$ cat config.mk
export PLATFORM = sky130hd
export DESIGN_NAME = fir_mac
export DESIGN_NICKNAME = d
export VERILOG_FILES = /design/src/rtl/fir_mac.sv
export SDC_FILE = /design/constraint.sdc
export NUM_CORES = 1
export LEC_CHECK = 0
export CAP_MARGIN = 20
export CORE_MARGIN = 5
export CORE_UTILIZATION = 35
export DETAILED_ROUTE_END_ITERATION = 7
export PLACE_DENSITY_LB_ADDON = 0.1
export SETUP_SLACK_MARGIN = 0.3
export SYNTH_ARGS = -nofsm -noshare
export SYNTH_HDL_FRONTEND = slang
export SYNTH_SLANG_ARGS = --single-unit
$ cat constraint.sdc
create_clock -name clk -period 10.7 [get_ports clk]
set_input_delay 2.14 -clock clk [delete_from_list [all_inputs] [get_ports clk]]
set_output_delay 2.14 -clock clk [all_outputs]
set_load 0.05 [all_outputs]
$ cat src/rtl/fir_mac.sv
// Time-multiplexed FIR core: one Q7.8 sample in, TAPS sequential MAC steps
// through a single saturating multiplier, one saturated Q7.8 result out.

module Multiplication #(
  parameter int N    = 16,
  parameter int FRAC = 8
) (
  input  logic [N-1:0] a,
  input  logic [N-1:0] b,
  output logic [N-1:0] p
);
  logic signed [2*N-1:0] full;

  // Product is truncated (floor) to Q7.8; out-of-range values clamp to the rails.
  always_comb begin
    full = $signed(a) * $signed(b);
    if (full[2*N-1:N+FRAC-1] == {(N-FRAC+1){full[2*N-1]}})
      p = full[N+FRAC-1:FRAC];
    else
      p = full[2*N-1] ? {1'b1, {(N-1){1'b0}}} : {1'b0, {(N-1){1'b1}}};
  end
endmodule

module fir_mac #(
  parameter int N    = 16,
  parameter int TAPS = 8,
  parameter int AW   = 3
) (
  input  logic          clk,
  input  logic          rst_n,
  input  logic          in_valid,
  output logic          in_ready,
  input  logic [N-1:0]  in_data,
  input  logic          coef_we,
  input  logic [AW-1:0] coef_addr,
  input  logic [N-1:0]  coef_data,
  output logic          out_valid,
  output logic [N-1:0]  out_data
);
  typedef enum logic [1:0] {IDLE, MAC, DONE} state_t;

  state_t        state;
  logic [N-1:0]  x [TAPS];
  logic [N-1:0]  c [TAPS];
  logic [N-1:0]  acc;
  logic [AW-1:0] idx;

  logic [N-1:0]  mul_a;
  logic [N-1:0]  mul_b;
  logic [N-1:0]  prod;
  logic [N:0]    sum;
  logic [N-1:0]  acc_next;

  assign in_ready = (state == IDLE);
  assign mul_a    = c[idx];
  assign mul_b    = x[idx];

  Multiplication #(.N(N), .FRAC(8)) u_mul (
    .a (mul_a),
    .b (mul_b),
    .p (prod)
  );

  // Sign-extended (N+1)-bit add; overflow shows as disagreeing top two bits.
  always_comb begin
    sum = {acc[N-1], acc} + {prod[N-1], prod};
    if (sum[N] != sum[N-1])
      acc_next = sum[N] ? {1'b1, {(N-1){1'b0}}} : {1'b0, {(N-1){1'b1}}};
    else
      acc_next = sum[N-1:0];
  end

  always_ff @(posedge clk or negedge rst_n) begin
    if (!rst_n) begin
      state     <= IDLE;
      acc       <= '0;
      idx       <= '0;
      out_valid <= 1'b0;
      out_data  <= '0;
      for (int unsigned k = 0; k < TAPS; k++) begin
        x[k] <= '0;
        c[k] <= '0;
      end
    end else begin
      case (state)
        IDLE: begin
          if (coef_we && (int'(coef_addr) < TAPS))
            c[coef_addr] <= coef_data;
          if (in_valid) begin
            for (int unsigned k = 1; k < TAPS; k++)
              x[k] <= x[k-1];
            x[0]  <= in_data;
            acc   <= '0;
            idx   <= '0;
            state <= MAC;
          end
        end
        MAC: begin
          acc <= acc_next;
          idx <= idx + 1'b1;
          if (idx == AW'(TAPS - 1)) begin
            out_data  <= acc_next;
            out_valid <= 1'b1;
            state     <= DONE;
          end
        end
        DONE: begin
          out_valid <= 1'b0;
          state     <= IDLE;
        end
        default: state <= IDLE;
      endcase
    end
  end
endmodule

---- After elaboration in Yosys (flattened, before gate mapping) ----
Cells that the tools add are included.
word-level totals
  logic and storage cells ................. 68
  register bits after elaboration ......... 294
  bits of input ports ..................... 39
operators by class
  order comparisons ....................... 3
  equality and inequality tests ........... 7
  reductions and logical operators ........ 10
  bitwise operators ....................... 2
  $mul .................................... 1
  add/subtract/negate cells ............... 2
  mux-type cells .......................... 22
operators by type and width
  cell                                                       number
  two-way mux 16 bit                                         10
  bitwise mux 128 bit                                        1
  binary-select mux 16 bit (select 3 bit)                    2
  demux 16 bit (select 3 bit)                                1
  multiplier 16 x 16 -> 32 bit                               1
  case mux 16 bit (2 select lines)                           1
  adder 16 x 16 -> 17 bit                                    1
  AND reduction 2 bit                                        6
  equality test 8 bit                                        1
  greater-or-equal comparator 4 bit (second input constant)  2
  inverter 3 -> 4 bit                                        2
  case mux 3 bit (2 select lines)                            1
  < comparator 4 x 1 -> 1 bit (second input constant)        1
  two-way mux 2 bit                                          2
  != test 2 bit (second input constant)                      2
  case mux 2 bit (2 select lines)                            1
  nonzero test 2 bit                                         2
  adder 3 x 1 -> 3 bit (second input constant)               1
  equality test 3 bit (second input constant)                1
  two-way mux 3 bit                                          1
  equality test 2 x 1 -> 1 bit (second input constant)       1
  equality test 2 bit (second input constant)                1
  zero test 2 bit                                            1
  case mux 1 bit (2 select lines)                            1
  other kinds (3)                                            3

---- Logic depth before layout (Yosys ltp) ----
  word-level depth ........................ 11
  mapped depth ............................ 47

---- Modules after synthesis ----
A second synthesis with hierarchy kept.
unflattened totals
  cell total of the unflattened synthesis .. 2333
  area, all modules ....................... 24009.3 µm²
modules (own cells, without submodules)
  module          cells an instance  seq. area each (µm²)  times used  area each (µm²)
  fir_mac         1216               7357.1                1           13974.7
  Multiplication  1117               0.0                   1           10034.6

---- Worst setup path after synthesis ----
Ideal clock, no wire load.
  path kind ............................... register to register
  start ................................... register idx[0]
  end ..................................... register out_data[11]
  period minus slack after synthesis ...... 11.636 ns
  library setup time ...................... 0.083 ns
  buffers on the path ..................... 5
  stages on the path, launching flop included .. 45
  required time ........................... 10.617 ns
  arrival ................................. 11.553 ns
  path slack .............................. -0.936 ns
  path through ............................ dfrtp_1 > buf_6 > buf_1 > buf_1 > mux4_2 > mux2i_1 > clkbuf_1 > nor2_1 > fa_1 > inv_1 > fa_1 > fa_1 > fa_1 > inv_1 > fa_1 > inv_1 > fa_1 > inv_1 > [9 not listed] > nor4_2 > a41oi_1 > o21ai_0 > ha_1 > inv_1 > fa_1 > nor2b_1 > o21ai_0 > a21boi_0 > o2111ai_1 > a21boi_0 > o31ai_1 > a21oi_1 > o2111ai_1 > a21oi_1 > clkbuf_1 > nor2_1 > o21ai_0
on the way
  word-level cells in the longest chain between the ends .. 10
  elaborated cells on any way between the ends .. 17
  classes of those cells .................. add/sub (1); mul (1); eq/ne (3); mux (10); bitwise (1); reduce/logical (1)
ends and longest elaborated chain
  what                                                               line    source
  start: declaration                                                 46      logic [AW-1:0] idx;
  start signal: assignment                                           100     idx <= idx + 1'b1;
  inverter 3 -> 4 bit (not written as such)                          55, 56
  binary-select mux 16 bit (select 3 bit), on equally long branches  55, 56
  two-way mux 16 bit, on equally long branches (2 in a row)          55, 56
  multiplier 16 x 16 -> 32 bit                                       16      full = $signed(a) * $signed(b);
  equality test 8 bit / two-way mux 16 bit (equally long branches)   17, 20
  two-way mux 16 bit                                                 17      if (full[2*N-1:N+FRAC-1] == {(N-FRAC+1){full[2*N-1]}})
  adder 16 x 16 -> 17 bit                                            66      sum = {acc[N-1], acc} + {prod[N-1], prod};
  two-way mux 16 bit / != test 1 bit (equally long branches)         68, 67
  two-way mux 16 bit                                                 67      if (sum[N] != sum[N-1])
  end signal: assignment                                             102     out_data <= acc_next;
  end: declaration                                                   38      output logic [N-1:0] out_data
Parallel ways exist; a longest one is shown, timed or not. The select of a mux whose other input is x is not followed.
A chain may end at the register's enable or synchronous reset.

---- Final worst setup path ----
  start ................................... register idx[0]
  end ..................................... register out_data[1]
The elaborated chain is that of the path after synthesis.

==> metrics.log <==
[metrics] warning count from the yosys run: 0
[metrics] insertion delay to the later sink of the worst-skew pair: around 560 ps
[metrics] Post-CTS Hold Buffers: 0
[metrics] crit path kind: register to register
[metrics] clk slew on worst S/H paths: ~60 ps
[metrics] drc violations: 0
[metrics] count leader, synth: nand2_1
[metrics] final routed wirelength across all metal layers: between 60 and 70 mm
[metrics] final number of setup-violating endpoints: 0
[metrics] register bit total from synthesis: between 200 and 300
[metrics] per-cell routed wire length: a little under 20 um
[metrics] Fillers: 6,436
[metrics] TritonCTS clock tree: done
[metrics] total cell area at the placement stage: between 20,000 and 30,000 sq um
[metrics] worst reg2reg path depth: 44
[metrics] Clock Root Buffer: clkbuf_16
[metrics] Post-Syn Instances: 2,314
[metrics] ratio of final minimum period to clock period: 96.3%
[metrics] critical path buffer and inverter count: 10
[metrics] Core Box Area: between 60,000 and 70,000 sq um
[metrics] die height: approximately 270 um
[metrics] antenna cell count: 0
[metrics] cell type of the slowest stage on the worst timing path: or4_4
[metrics] Detailed Route Iter0 Violations: 871
[metrics] WP depth: between 40 and 50
[metrics] status: completed
[metrics] final-report hold violation count: 0
[metrics] CTS H-Tree Depth: 2
[metrics] placer congestion estimate: a little under 0.9
[metrics] fmax: a little under 100 MHz
[metrics] Worst EP required: 11,160 ps
[metrics] global-route usage over all layers: 17.7%
[metrics] design area: around 28,000 sq um
[metrics] worst slew pin tran: between 1000 and 1500 ps
[metrics] total nets after synthesis: 2,712
[metrics] fraction of post-synthesis cell area in the top cell type by area: about 31%
[metrics] count of flip-flops with a built-in enable after synthesis: 0
[metrics] number of nets in the layout: 2,886
[metrics] Max Slew Vio Count: 0
[metrics] remaining antenna violation count after routing: 0
[metrics] unrepaired setup endpoints after global routing: yes
[metrics] Top FF cell, synth: dfrtp_1
[metrics] number of stages on the worst hold path: 2
[metrics] detailed placer's ending HPWL: 48.8 mm
[metrics] share of synthesized area occupied by flip-flops and latches: about 31%
[metrics] min-delay worst type: register to register
[metrics] Yosys cell types: between 60 and 70
[metrics] growth of design area from synthesis to finish: 19.6%
[metrics] Post-Syn Area: around 24,000 sq um
[metrics] total grt overflow: 0
[metrics] number of vias after detailed routing: between 15,000 and 20,000
[metrics] nature of the critical path endpoint: register
[metrics] arrival time at the worst endpoint: ~11,000 ps
[metrics] final setup TNS: 0 ps
[metrics] CTS buffer count: 36
[metrics] number of standard cells in the final layout excluding fillers: about 3,400
[metrics] average cell area after synthesis: between 10 and 15 sq um
[metrics] clock tree buffer depth: 3
[metrics] die width: 269 um
[metrics] cell count after placement: ~3,300
[metrics] largest cells by area after synthesis: dfrtp_1 31%, fa_1 22%, nand2_1 8.6%, mux2_2 7.3%, mux4_2 5.9%
[metrics] floorplan die area: about 73,000 sq um
[metrics] relative max-transition margin: a little over a quarter
[metrics] highest net fanout along the worst path: 10
[metrics] clk_skew: 39.1 ps
[metrics] CP Launch Type: register
[metrics] first-pass GRT wire length: around 100 mm
[metrics] most frequent cells after synthesis: 542 x nand2_1, 314 x inv_1, 294 x dfrtp_1, 262 x fa_1, 154 x nor2_1
[metrics] vias in the first global route: around 18,000
[metrics] post-synthesis cell type with the largest combined area: dfrtp_1
[metrics] post-layout min period: ~10,000 ps
[metrics] category of cells accounting for the largest share of critical-path delay: adder cells
[metrics] async set-or-reset flop fraction in the synthesized netlist: 100%
[metrics] largest net degree at the start of global routing: 162
[metrics] number of maximum-capacitance constraint violations: 0
[metrics] iteration count of the initial detailed-routing pass: 5
[metrics] antenna violations before repair: 0
[metrics] standard-cell row count: between 90 and 100
[metrics] initial cell density of the core: about a third
[metrics] CTS sink cnt: 294
[metrics] Top-Level Pins: 57
[metrics] largest stage delay on the critical path: around 570 ps
[metrics] crit-path most repeated cell: fa_1
[metrics] number of port buffers: 56
[metrics] fraction of final layout cells sized beyond drive strength 1: between 20% and 30%
[metrics] vias per cell: 4.89
[metrics] utilization of the core after routing: approximately 42%
cell usage in the layout (no fill, tap or decap), types with 16 or more instances in the layout:
cell type	n
o21ai_1	25
clkdlybuf4s50_1	55
ha_1	91
mux2_2	145
dfrtp_1	291
fa_1	257
nand3_1	16
nand2b_1	24
a21oi_1	31
inv_1	310
mux4_2	62
a21o_1	17
buf_6	16
clkbuf_16	40
nand2_1	538
nor2_1	151
buf_4	133
o21ai_0	34
xnor2_1	26
area by class of cell:
class	instances	area, sq um	share of cell area, %
sequential	294	7370	26.2
multi-input combinational	1618	15200	53.8
inverter	314	1180	4.18
clock inverter	9	140	0.498
clock buffer	54	1040	3.69
timing repair buffer	224	2200	7.80
tap	873	1090	3.88
through the flow:
stage / setup slack (ps) / hold WS (ps)
floorplan: 310 / 438
global placement: 140 / 455
detailed placement: -144 / 461
CTS: 276 / 475
global route: -79.6 / 497
finish: 399 / 473
worst register-to-register path, delay by kind of cell (launching register included):
| kind | cells | cell delay (ps) |
|---|---|---|
| adder cells (fa/ha/maj) | 9 | 3810 |
| AO/OA/AOI/OAI | 15 | 2400 |
| AND/OR/NAND/NOR | 7 | 1420 |
| buffers and inverters | 10 | 1020 |
| multiplexers | 2 | 800 |
| flip-flops | 1 | 520 |
| XOR/XNOR | 1 | 240 |
repair_timing:
item                       4_1_cts  5_1_grt
buffers inserted                23       27
gates cloned                     3        4
gates resized for setup         29      100
pin swaps                       12       38
setup endpoints to repair       32       32
cell families after synthesis:
logic type	after synthesis	synth area share, %
compound gates	180	4.92
xor+xnor	42	1.56
fa+ha+maj	359	27.4
buf+inv	403	6.52
flops	294	31.2
mux	243	14.6
simple gates	793	13.7
worst paths after layout:
check                      slack (ps)                      end                from
max in group asynchronous        7660        c[55]$_DFFE_PN0P_               rst_n
setup / recovery                  400  out_data[1]$_DFFE_PN0P_  idx[0]$_DFFE_PN0P_
hold / removal                    470         x[7]$_DFFE_PN0P_    x[7]$_DFFE_PN0P_
min in group asynchronous        1610        x[78]$_DFFE_PN0P_               rst_n
hold reg to reg                   470         x[7]$_DFFE_PN0P_    x[7]$_DFFE_PN0P_
setup reg to reg                  400  out_data[1]$_DFFE_PN0P_  idx[0]$_DFFE_PN0P_
metal layers:
layer | global-route usage (%) | share of wire [%] | vias to the layer above
met5 | 0 | 0 | -
met3 | 2.84 | 3.6 | 88
met1 | 23.7 | 45 | 8482
li1 | - | - | 7742
met4 | 4.86 | 2.6 | 0
met2 | 30.0 | 49 | 256
sequential cells by signal, indices dropped and copies added, names as in the netlist:
register and cells:
c 128, out_valid 1, x 128, out_data 16, state 2, idx 3
acc 16
Power is not shown: default switching activity piles up to over one toggle a cycle in this logic, so the estimate is an artifact.
